**src/rtl/ahb_csr_bridge_if.sv**
```systemverilog
// AHB-Lite slave port plus CSR request port of the AHB-to-CSR bridge.
// slave = bridge view, master = environment (AHB master + CSR target) view.
interface ahb_csr_bridge_if #(
  parameter int unsigned ADDR_W = 16
);
  logic              hselx;
  logic              hready;
  logic [31:0]       haddr;
  logic [1:0]        htrans;
  logic              hwrite;
  logic [2:0]        hsize;
  logic [2:0]        hburst;
  logic [3:0]        hprot;
  logic [31:0]       hwdata;
  logic [31:0]       hrdata;
  logic              hready_out;
  logic              hresp;

  logic              csr_req;
  logic              csr_wr;
  logic [ADDR_W-1:0] csr_addr;
  logic [31:0]       csr_wdata;
  logic [3:0]        csr_wstrb;
  logic [31:0]       csr_rdata;
  logic              csr_ack;
  logic              csr_err;

  modport slave (
    input  hselx, hready, haddr, htrans, hwrite, hsize, hburst, hprot, hwdata,
    output hrdata, hready_out, hresp,
    output csr_req, csr_wr, csr_addr, csr_wdata, csr_wstrb,
    input  csr_rdata, csr_ack, csr_err
  );

  modport master (
    output hselx, hready, haddr, htrans, hwrite, hsize, hburst, hprot, hwdata,
    input  hrdata, hready_out, hresp,
    input  csr_req, csr_wr, csr_addr, csr_wdata, csr_wstrb,
    output csr_rdata, csr_ack, csr_err
  );
endinterface

```
**src/rtl/ahb_csr_bridge.sv**
```systemverilog
// AHB-Lite slave that turns each legal transfer into one CSR request/ack
// handshake, with a bounded wait and the two-cycle AHB ERROR response.
module ahb_csr_bridge #(
  parameter int unsigned ADDR_W  = 16,
  parameter int unsigned TIMEOUT = 15
) (
  input  logic               clk,
  input  logic               rst,
  ahb_csr_bridge_if.slave    bus
);

  localparam int unsigned CNT_W = (TIMEOUT < 2) ? 1 : $clog2(TIMEOUT);
  localparam logic [CNT_W-1:0] CNT_LAST = CNT_W'(TIMEOUT - 1);

  typedef enum logic [2:0] {
    S_IDLE,
    S_ACCESS,
    S_DONE,
    S_ERR1,
    S_ERR2
  } state_t;

  state_t            state;
  logic [CNT_W-1:0]  cnt;

  logic              sample_c;
  logic              illegal_c;
  logic [3:0]        lanes_c;
  logic [ADDR_W-1:0] addr_c;

  // Address-phase decode: accept, legality, write lanes, word-aligned address.
  always_comb begin
    sample_c  = bus.hselx & bus.hready & bus.htrans[1];
    illegal_c = 1'b0;
    if (bus.hsize > 3'd2)                               illegal_c = 1'b1;
    if ((bus.hsize == 3'd1) && bus.haddr[0])            illegal_c = 1'b1;
    if ((bus.hsize == 3'd2) && (bus.haddr[1:0] != 2'b00)) illegal_c = 1'b1;
    if ((bus.haddr >> ADDR_W) != 32'd0)                 illegal_c = 1'b1;

    lanes_c = 4'b0000;
    if (bus.hwrite) begin
      case (bus.hsize)
        3'd0:    lanes_c = 4'b0001 << bus.haddr[1:0];
        3'd1:    lanes_c = 4'b0011 << {bus.haddr[1], 1'b0};
        default: lanes_c = 4'b1111;
      endcase
    end

    addr_c = bus.haddr[ADDR_W-1:0] & ~ADDR_W'(3);
  end

  // Write data is only valid on the bus during the data phase, so it is passed through.
  assign bus.csr_wdata = ((state == S_ACCESS) && bus.csr_wr) ? bus.hwdata : 32'd0;

  always_ff @(posedge clk or posedge rst) begin
    if (rst) begin
      state          <= S_IDLE;
      cnt            <= '0;
      bus.hready_out <= 1'b1;
      bus.hresp      <= 1'b0;
      bus.hrdata     <= 32'd0;
      bus.csr_req    <= 1'b0;
      bus.csr_wr     <= 1'b0;
      bus.csr_addr   <= '0;
      bus.csr_wstrb  <= 4'b0000;
    end else begin
      case (state)
        S_ACCESS: begin
          if (bus.csr_ack) begin
            bus.csr_req <= 1'b0;
            if (bus.csr_err) begin
              state     <= S_ERR1;
              bus.hresp <= 1'b1;
            end else begin
              state          <= S_DONE;
              bus.hready_out <= 1'b1;
              if (!bus.csr_wr) bus.hrdata <= bus.csr_rdata;
            end
          end else if (cnt == CNT_LAST) begin
            bus.csr_req <= 1'b0;
            state       <= S_ERR1;
            bus.hresp   <= 1'b1;
          end else begin
            cnt <= cnt + CNT_W'(1);
          end
        end

        S_ERR1: begin
          state          <= S_ERR2;
          bus.hready_out <= 1'b1;
          bus.hresp      <= 1'b1;
        end

        // IDLE, DONE and ERR2 all accept a pipelined address phase.
        default: begin
          if (sample_c && illegal_c) begin
            state          <= S_ERR1;
            bus.hready_out <= 1'b0;
            bus.hresp      <= 1'b1;
            bus.csr_req    <= 1'b0;
          end else if (sample_c) begin
            state          <= S_ACCESS;
            cnt            <= '0;
            bus.hready_out <= 1'b0;
            bus.hresp      <= 1'b0;
            bus.csr_req    <= 1'b1;
            bus.csr_wr     <= bus.hwrite;
            bus.csr_addr   <= addr_c;
            bus.csr_wstrb  <= lanes_c;
          end else begin
            state          <= S_IDLE;
            bus.hready_out <= 1'b1;
            bus.hresp      <= 1'b0;
          end
        end
      endcase
    end
  end

  logic unused_bits;
  assign unused_bits = ^{bus.hburst, bus.hprot, bus.htrans[0]};

endmodule

```
**src/flat_wrapper.sv**
```systemverilog
// flat-port wrapper written by rule: the top's interface ports become plain ports
module ahb_csr_bridge_flat 
#(
  parameter int unsigned ADDR_W  = 16,
  parameter int unsigned TIMEOUT = 15
)
  (clk, rst, bus_hselx, bus_hready, bus_haddr, bus_htrans, bus_hwrite, bus_hsize, bus_hburst, bus_hprot, bus_hwdata, bus_hrdata, bus_hready_out, bus_hresp, bus_csr_req, bus_csr_wr, bus_csr_addr, bus_csr_wdata, bus_csr_wstrb, bus_csr_rdata, bus_csr_ack, bus_csr_err);
  ahb_csr_bridge_if #(.ADDR_W(ADDR_W)) bus_i ();
  input  logic clk;
  input  logic rst;
  input wire logic [$bits(bus_i.hselx)-1:0] bus_hselx;
  input wire logic [$bits(bus_i.hready)-1:0] bus_hready;
  input wire logic [$bits(bus_i.haddr)-1:0] bus_haddr;
  input wire logic [$bits(bus_i.htrans)-1:0] bus_htrans;
  input wire logic [$bits(bus_i.hwrite)-1:0] bus_hwrite;
  input wire logic [$bits(bus_i.hsize)-1:0] bus_hsize;
  input wire logic [$bits(bus_i.hburst)-1:0] bus_hburst;
  input wire logic [$bits(bus_i.hprot)-1:0] bus_hprot;
  input wire logic [$bits(bus_i.hwdata)-1:0] bus_hwdata;
  output wire logic [$bits(bus_i.hrdata)-1:0] bus_hrdata;
  output wire logic [$bits(bus_i.hready_out)-1:0] bus_hready_out;
  output wire logic [$bits(bus_i.hresp)-1:0] bus_hresp;
  output wire logic [$bits(bus_i.csr_req)-1:0] bus_csr_req;
  output wire logic [$bits(bus_i.csr_wr)-1:0] bus_csr_wr;
  output wire logic [$bits(bus_i.csr_addr)-1:0] bus_csr_addr;
  output wire logic [$bits(bus_i.csr_wdata)-1:0] bus_csr_wdata;
  output wire logic [$bits(bus_i.csr_wstrb)-1:0] bus_csr_wstrb;
  input wire logic [$bits(bus_i.csr_rdata)-1:0] bus_csr_rdata;
  input wire logic [$bits(bus_i.csr_ack)-1:0] bus_csr_ack;
  input wire logic [$bits(bus_i.csr_err)-1:0] bus_csr_err;
  assign bus_i.hselx = bus_hselx;
  assign bus_i.hready = bus_hready;
  assign bus_i.haddr = bus_haddr;
  assign bus_i.htrans = bus_htrans;
  assign bus_i.hwrite = bus_hwrite;
  assign bus_i.hsize = bus_hsize;
  assign bus_i.hburst = bus_hburst;
  assign bus_i.hprot = bus_hprot;
  assign bus_i.hwdata = bus_hwdata;
  assign bus_hrdata = bus_i.hrdata;
  assign bus_hready_out = bus_i.hready_out;
  assign bus_hresp = bus_i.hresp;
  assign bus_csr_req = bus_i.csr_req;
  assign bus_csr_wr = bus_i.csr_wr;
  assign bus_csr_addr = bus_i.csr_addr;
  assign bus_csr_wdata = bus_i.csr_wdata;
  assign bus_csr_wstrb = bus_i.csr_wstrb;
  assign bus_i.csr_rdata = bus_csr_rdata;
  assign bus_i.csr_ack = bus_csr_ack;
  assign bus_i.csr_err = bus_csr_err;
  ahb_csr_bridge #(.ADDR_W(ADDR_W), .TIMEOUT(TIMEOUT)) u_core (.clk(clk), .rst(rst), .bus(bus_i));
endmodule
```
**config.mk**
```make
export PLATFORM = sky130hd
export DESIGN_NAME = ahb_csr_bridge_flat
export DESIGN_NICKNAME = d
export VERILOG_FILES = /design/src/rtl/ahb_csr_bridge_if.sv /design/src/rtl/ahb_csr_bridge.sv /design/src/flat_wrapper.sv
export SDC_FILE = /design/constraint.sdc
export NUM_CORES = 1
export LEC_CHECK = 0
export ABC_CLOCK_PERIOD_IN_PS = 3950
export CAP_MARGIN = 20
export CORE_MARGIN = 2
export CORE_UTILIZATION = 38
export CTS_BUF_LIST = sky130_fd_sc_hd__clkbuf_8 sky130_fd_sc_hd__clkbuf_16
export DETAILED_ROUTE_END_ITERATION = 12
export HOLD_SLACK_MARGIN = 0.02
export PLACE_DENSITY_LB_ADDON = 0.2
export SLEW_MARGIN = 10
export SYNTH_ARGS = -nofsm -noshare
export SYNTH_HDL_FRONTEND = slang
export SYNTH_SLANG_ARGS = --single-unit
```
**constraint.sdc**
```tcl
create_clock -name clk -period 3.95 [get_ports clk]
set_input_delay 0.395 -clock clk [delete_from_list [all_inputs] [get_ports clk]]
set_output_delay 0.395 -clock clk [all_outputs]
set_load 0.02 [all_outputs]
```
; ---- Word-level counts from Yosys, hierarchy flattened
; Index checks and enable logic that the tools add are counted.
[word_totals]
ff_bits = 61
inputBits = 115
output_inout_bits = 88
elab_cells = 81
[classes]
add_sub_neg = 1
magnitude_cmp = 1
n_eq_ne = 12
shifts = 2
n_mux = 33
bitwise_logic = 7
reduce_logical = 16
[op_table]
columns = op, count
row1 = 2-to-1 mux 32 bit, 1
row2 = nonzero test 32 bit, 1
row3 = 2-to-1 mux 4 bit, 5
row4 = 2-to-1 mux 1 bit, 18
row5 = one-hot mux 4 bit (2 select lines), 2
row6 = 2-to-1 mux 3 bit, 3
row7 = inequality test 2 bit (second input constant), 4
row8 = equality test 3 x 1 -> 1 bit (second input constant), 2
row9 = equality test 3 x 2 -> 1 bit (second input constant), 2
row10 = inequality test 3 bit (second input constant), 2
row11 = one-hot mux 1 bit (2 select lines), 3
row12 = one-hot mux 3 bit (2 select lines), 1
row13 = AND reduction 3 bit, 2
row14 = inverter 1 bit, 5
row15 = AND reduction 5 bit, 1
row16 = adder 4 x 1 -> 4 bit (second input constant), 1
row17 = equality test 4 bit (second input constant), 1
row18 = logical AND 1 bit, 4
row19 = AND reduction 2 bit, 2
row20 = AND reduction 4 bit, 1
row21 = nonzero test 2 bit, 2
row22 = << shifter 1 x 2 -> 4 bit (first input constant), 1
row23 = << shifter 2 x 2 -> 4 bit (first input constant), 1
row24 = > comparator 3 x 2 -> 1 bit (second input constant), 1
row25 = other kinds (5), 6

; ---- Longest topological paths before layout
[logic_depth]
depth_word = 8
ltp_mapped = 7
depth_no_buf = 7

; ---- Worst setup path after synthesis
; OpenSTA, ideal clock, no wires.
[synth_path]
kind = input port to flip-flop
start = input bus_haddr[16]
end = register u_core.bus.csr_addr[10]
setup_time_ns = 0.125
arrival_ns = 1.656
t_required_ns = 3.825
slack_ns = 2.168
stages = 5
path_buffers = 1
cell_sequence = nor4_2 -> nand4_1 -> nor3_4 -> buf_12 -> mux2_4
[synth_via]
elab_chain_cells = 5
[synth_rtl]
columns = item, line
row1 = "start, declared", flat_wrapper.sv:13  ; input wire logic [$bits(bus_i.haddr)-1:0] bus_haddr;
row2 = nonzero test 32 bit, ahb_csr_bridge.sv:38  ; if ((bus.haddr >> ADDR_W) != 32'd0) illegal_c = 1'b1;
row3 = 2-to-1 mux 1 bit, ahb_csr_bridge.sv:38
row4 = logical AND 1 bit, ahb_csr_bridge.sv:96  ; if (sample_c && illegal_c) begin
row5 = inverter 1 bit (no source line), --
row6 = AND reduction 3 bit (no source line), --
row7 = "end signal, assigned", ahb_csr_bridge.sv:108  ; bus.csr_addr <= addr_c;
row8 = "end, declared", ahb_csr_bridge_if.sv:31  ; output csr_req, csr_wr, csr_addr, csr_wdata, csr_wstrb,
; No other way between the ends.
; A chain may end at the register's enable or synchronous reset.

; ---- Worst setup path after layout
[layout_path]
start = register u_core.state[1]
end = output bus_csr_wdata[25]
[layout_via]
elab_chain_cells = 3
[layout_rtl]
columns = item, line
row1 = "start, declared", ahb_csr_bridge.sv:23  ; state_t state;
row2 = "start signal, assigned", ahb_csr_bridge.sv:57  ; state <= S_IDLE;
row3 = "start signal, assigned", ahb_csr_bridge.sv:72  ; state <= S_ERR1;
row4 = "start signal, assigned", ahb_csr_bridge.sv:75  ; state <= S_DONE;
row5 = equality test 3 x 1 -> 1 bit, ahb_csr_bridge.sv:53  ; assign bus.csr_wdata = ((state == S_ACCESS) && bus.csr_wr) ? bus.hwdata : 32'd0;
row6 = logical AND 1 bit, ahb_csr_bridge.sv:53
row7 = 2-to-1 mux 32 bit, ahb_csr_bridge.sv:53
row8 = "end, declared", flat_wrapper.sv:26  ; output wire logic [$bits(bus_i.csr_wdata)-1:0] bus_csr_wdata;
; No other way between the ends.

==> metrics.md <==
| Metric | Value |
|---|---|
| Worst slew margin | `0.442` |
| Vias per cell | `between 4 and 5` |
| Chip width | `90.4 um` |
| Fin crit share | `0.662` |
| Main synth FF type | `dfrtp_1` |
| EDFF count, synth | `0` |
| Cts-stage hold buffer count | `0` |
| PwrDens | `between 400 and 500 nW/um^2` |
| Outcome | `finished clean` |
| Minimum clock period | `2.62 ns` |
| Actual slew at the worst max-slew pin | `approximately 0.84 ns` |
| Drt drc | `0` |
| Leak Pwr | `2.27 nW` |
| Top cells by area, synth | `dfrtp_1 53%, mux2_2 14%, and3_1 7.7%, mux2_4 5.8%, o21ai_0 2.5%` |
| Die area | `8170 sq um` |
| Setup repair bufs after CTS | `0` |
| Yosys Warn Count | `0` |
| Final hold vios | `0` |
| Fin. max-slew vios | `0` |
| CP max stage delay | `0.61 ns` |
| Yosys reg bits | `about 60` |
| Most frequent cells in the layout | `192 x clkdlybuf4s50_1, 60 x dfrtp_1, 35 x and3_1, 35 x mux2_2, 15 x nand2_1` |
| Netlist cell types | `37` |
| Max Root-Sink Buffers | `2` |
| CP required | `approximately 3.6 ns` |
| Combinational power share | `0.393` |
| Wirelength, routed | `8060 um` |
| P&R area growth vs syn | `77.4%` |
| Crit-path slowest cell | `clkdlybuf4s50_1` |
| CTS Buf Count | `9` |
| # setup viols final | `0` |
| DRT Pass-1 Iters | `4` |
| Post-Syn Area per Cell | `between 10 and 15 sq um` |
| Maximum clock rate | `382 MHz` |
| Num Clock Sinks | `61` |
| Mapped cell area | `2840 sq um` |
| Initial DRC count | `109` |
| Number of global-route vias before repair | `2522` |
| Largest net degree at the start of global routing | `38` |
| Quantity of I/O buffers inserted on ports | `~190` |
| Wire length per cell | `15.1 um` |
| Setup tns final | `0 ns` |
| Initial antenna violation count | `0` |
| Crit path arrival time | `approximately 2.2 ns` |
| GR Overflow Total | `0` |
| Final nets | `547` |
| All-Layer GR Usage | `0.196` |
| CTS tree | `yes` |
| Maximum Capacitance Violations | `0` |
| # IOs | `203` |
| CP max FO | `32` |
| Worst VDD drop | `0.000257 V` |
| Psw | `0.000732 W` |
| Most common cell after layout, fill and taps aside | `clkdlybuf4s50_1` |
| Cells along the critical path | `nor3b_4, buf_8, and3_1, clkdlybuf4s50_1` |
| CORE AREA | `a little over 7000 sq um` |
| Detailed Place HPWL | `6130 um` |
| Clk pwr share | `0.224` |
| H-tree Lvls | `3` |
| Number of inserted diodes | `0` |
| CTS root buf | `clkbuf_8` |
| Yosys top cell area share | `0.529` |
| Fraction of power spent switching nets | `0.309` |
| Fraction of registers with async set or reset after synthesis | `1.00` |
| Clock transition at path regs | `0.06 ns` |
| Setup crit end kind | `output port` |
| Min-Delay Path Class | `primary input to async pin` |
| Clk Latency, worst-skew pair | `around 0.33 ns` |
| CP startpoint kind | `flip-flop` |
| Reg power frac | `0.383` |
| Die Ht | `90.4 um` |
| Clk_skew | `roughly 0.0038 ns` |
| Number of cells upsized or downsized after cts | `0` |
| RSZ-0062 raised after global routing | `no` |
| Sequential area share after synthesis | `0.539` |
| Crit path kind | `flip-flop to output port` |
| Routability cong. | `0.714` |
| Synth area leader | `dfrtp_1` |
| # fillers | `591` |
| Cells after Synth | `roughly 240` |
| Vias | `around 2600` |
| Hold Slack | `0.470 ns` |
| Layout cells sized above 1 | `0.161` |
| Internal power | `roughly 0.0016 W` |
| Global-route wire length before repair | `roughly 13000 um` |
| Starting Density | `0.391` |
| FP Rows | `31` |
| Routed Antenna Nets | `0` |
==> cell type report <==
class                   instances  area, sq um  share of cell area
clock buffers                  10          138              0.0274
clock inverters                 6         53.8              0.0107
inverters                       6         22.5             0.00448
multi-input cells             156         1210               0.240
flip-flops and latches         61         1530               0.304
well taps                      99          124              0.0246
repair buffers                196         1960               0.389
==> flip-flops by register name, summed over array words and instances (netlist names) <==
signal and cells:
u_core.bus.hresp 1, u_core.bus.hrdata 32, u_core.bus.hready_out 1, u_core.bus.csr_req 1
u_core.cnt 4, u_core.state 3, u_core.bus.csr_addr 14, u_core.bus.csr_wr 1
u_core.bus.csr_wstrb 4
==> synthesized netlist by cell type (2+ instances only) <==
cell type and count:
nor4_1 2, mux2_4 11, clkbuf_1 6, o41ai_1 2, mux2_2 35, nand2_1 15
nand3_1 10, inv_1 6, ha_1 2, buf_4 2, nor2_1 8, nand2b_1 3
o21ai_0 14, dfrtp_1 60, buf_2 3, and3_1 35
==> metal layers <==
| metal | vias to the layer above | GRT usage | part of all wire |
|---|---|---|---|
| met3 | 13 | 0.0601 | 0.056 |
| met1 | 1225 | 0.232 | 0.41 |
| li1 | 1225 | - | - |
| met2 | 94 | 0.343 | 0.51 |
| met5 | - | 0 | 0 |
| met4 | 0 | 0.0551 | 0.014 |
==> path summary, 6_finish.rpt <==
kind                       cells past startpoint                     from                 endpoint  slack, ns
hold / removal                                 2                      rst  u_core.bus.csr_addr[11]       0.47
setup / recovery                               4          u_core.state[1]        bus_csr_wdata[25]       1.33
setup reg to reg                               5          u_core.state[2]   u_core.bus.csr_addr[3]       1.78
min in group clk                               2  u_core.bus.csr_wstrb[1]  u_core.bus.csr_wstrb[1]       0.47
hold reg to reg                                2  u_core.bus.csr_wstrb[1]  u_core.bus.csr_wstrb[1]       0.47
max in group asynchronous                      3                      rst    u_core.bus.hrdata[24]       2.63
==> logic make-up after synthesis <==
group,after synthesis,synth area share
simple gates,83,0.169
flops,61,0.539
mux,46,0.197
compound gates,23,0.0472
buf+inv,19,0.0375
fa+ha+maj,2,0.00882
other cells,1,0.00132
==> per-stage QoR <==
| step | instances | worst slack (ns) | utilization | area [sq um] | power, W |
|---|---|---|---|---|---|
| 2_1_floorplan | 236 | 2.04 | - | 2840 | 0.00134 |
| 3_3_place_gp | 517 | 1.18 | 0.665 | 4820 | 0.00182 |
| 3_5_place_dp | 517 | 1.18 | 0.665 | 4820 | 0.00185 |
| 4_1_cts | 533 | 0.910 | 0.692 | 5020 | 0.00238 |
| 5_1_grt | 534 | 1.22 | 0.694 | 5030 | 0.00248 |
| 6_report | 534 | 1.33 | 0.694 | 5030 | 0.00237 |
==> power groups by stage <==
stage               Sequential, W  Clock, W  Combinational, W
finish                   0.000906  0.000531          0.000930
global route             0.000930  0.000573          0.000978
CTS                      0.000907  0.000543          0.000934
detailed placement       0.000918         0          0.000932
global placement         0.000905         0          0.000915
floorplan                 0.00113         0          0.000218
==> critical path: cells and delay by family, from the launching register on <==
family                 cells  cell delay (ns)
AND/OR/NAND/NOR            2             0.58
buffers and inverters      2             0.85
flip-flops                 1             0.46
Note: power is estimated with default switching activity, not from simulation.
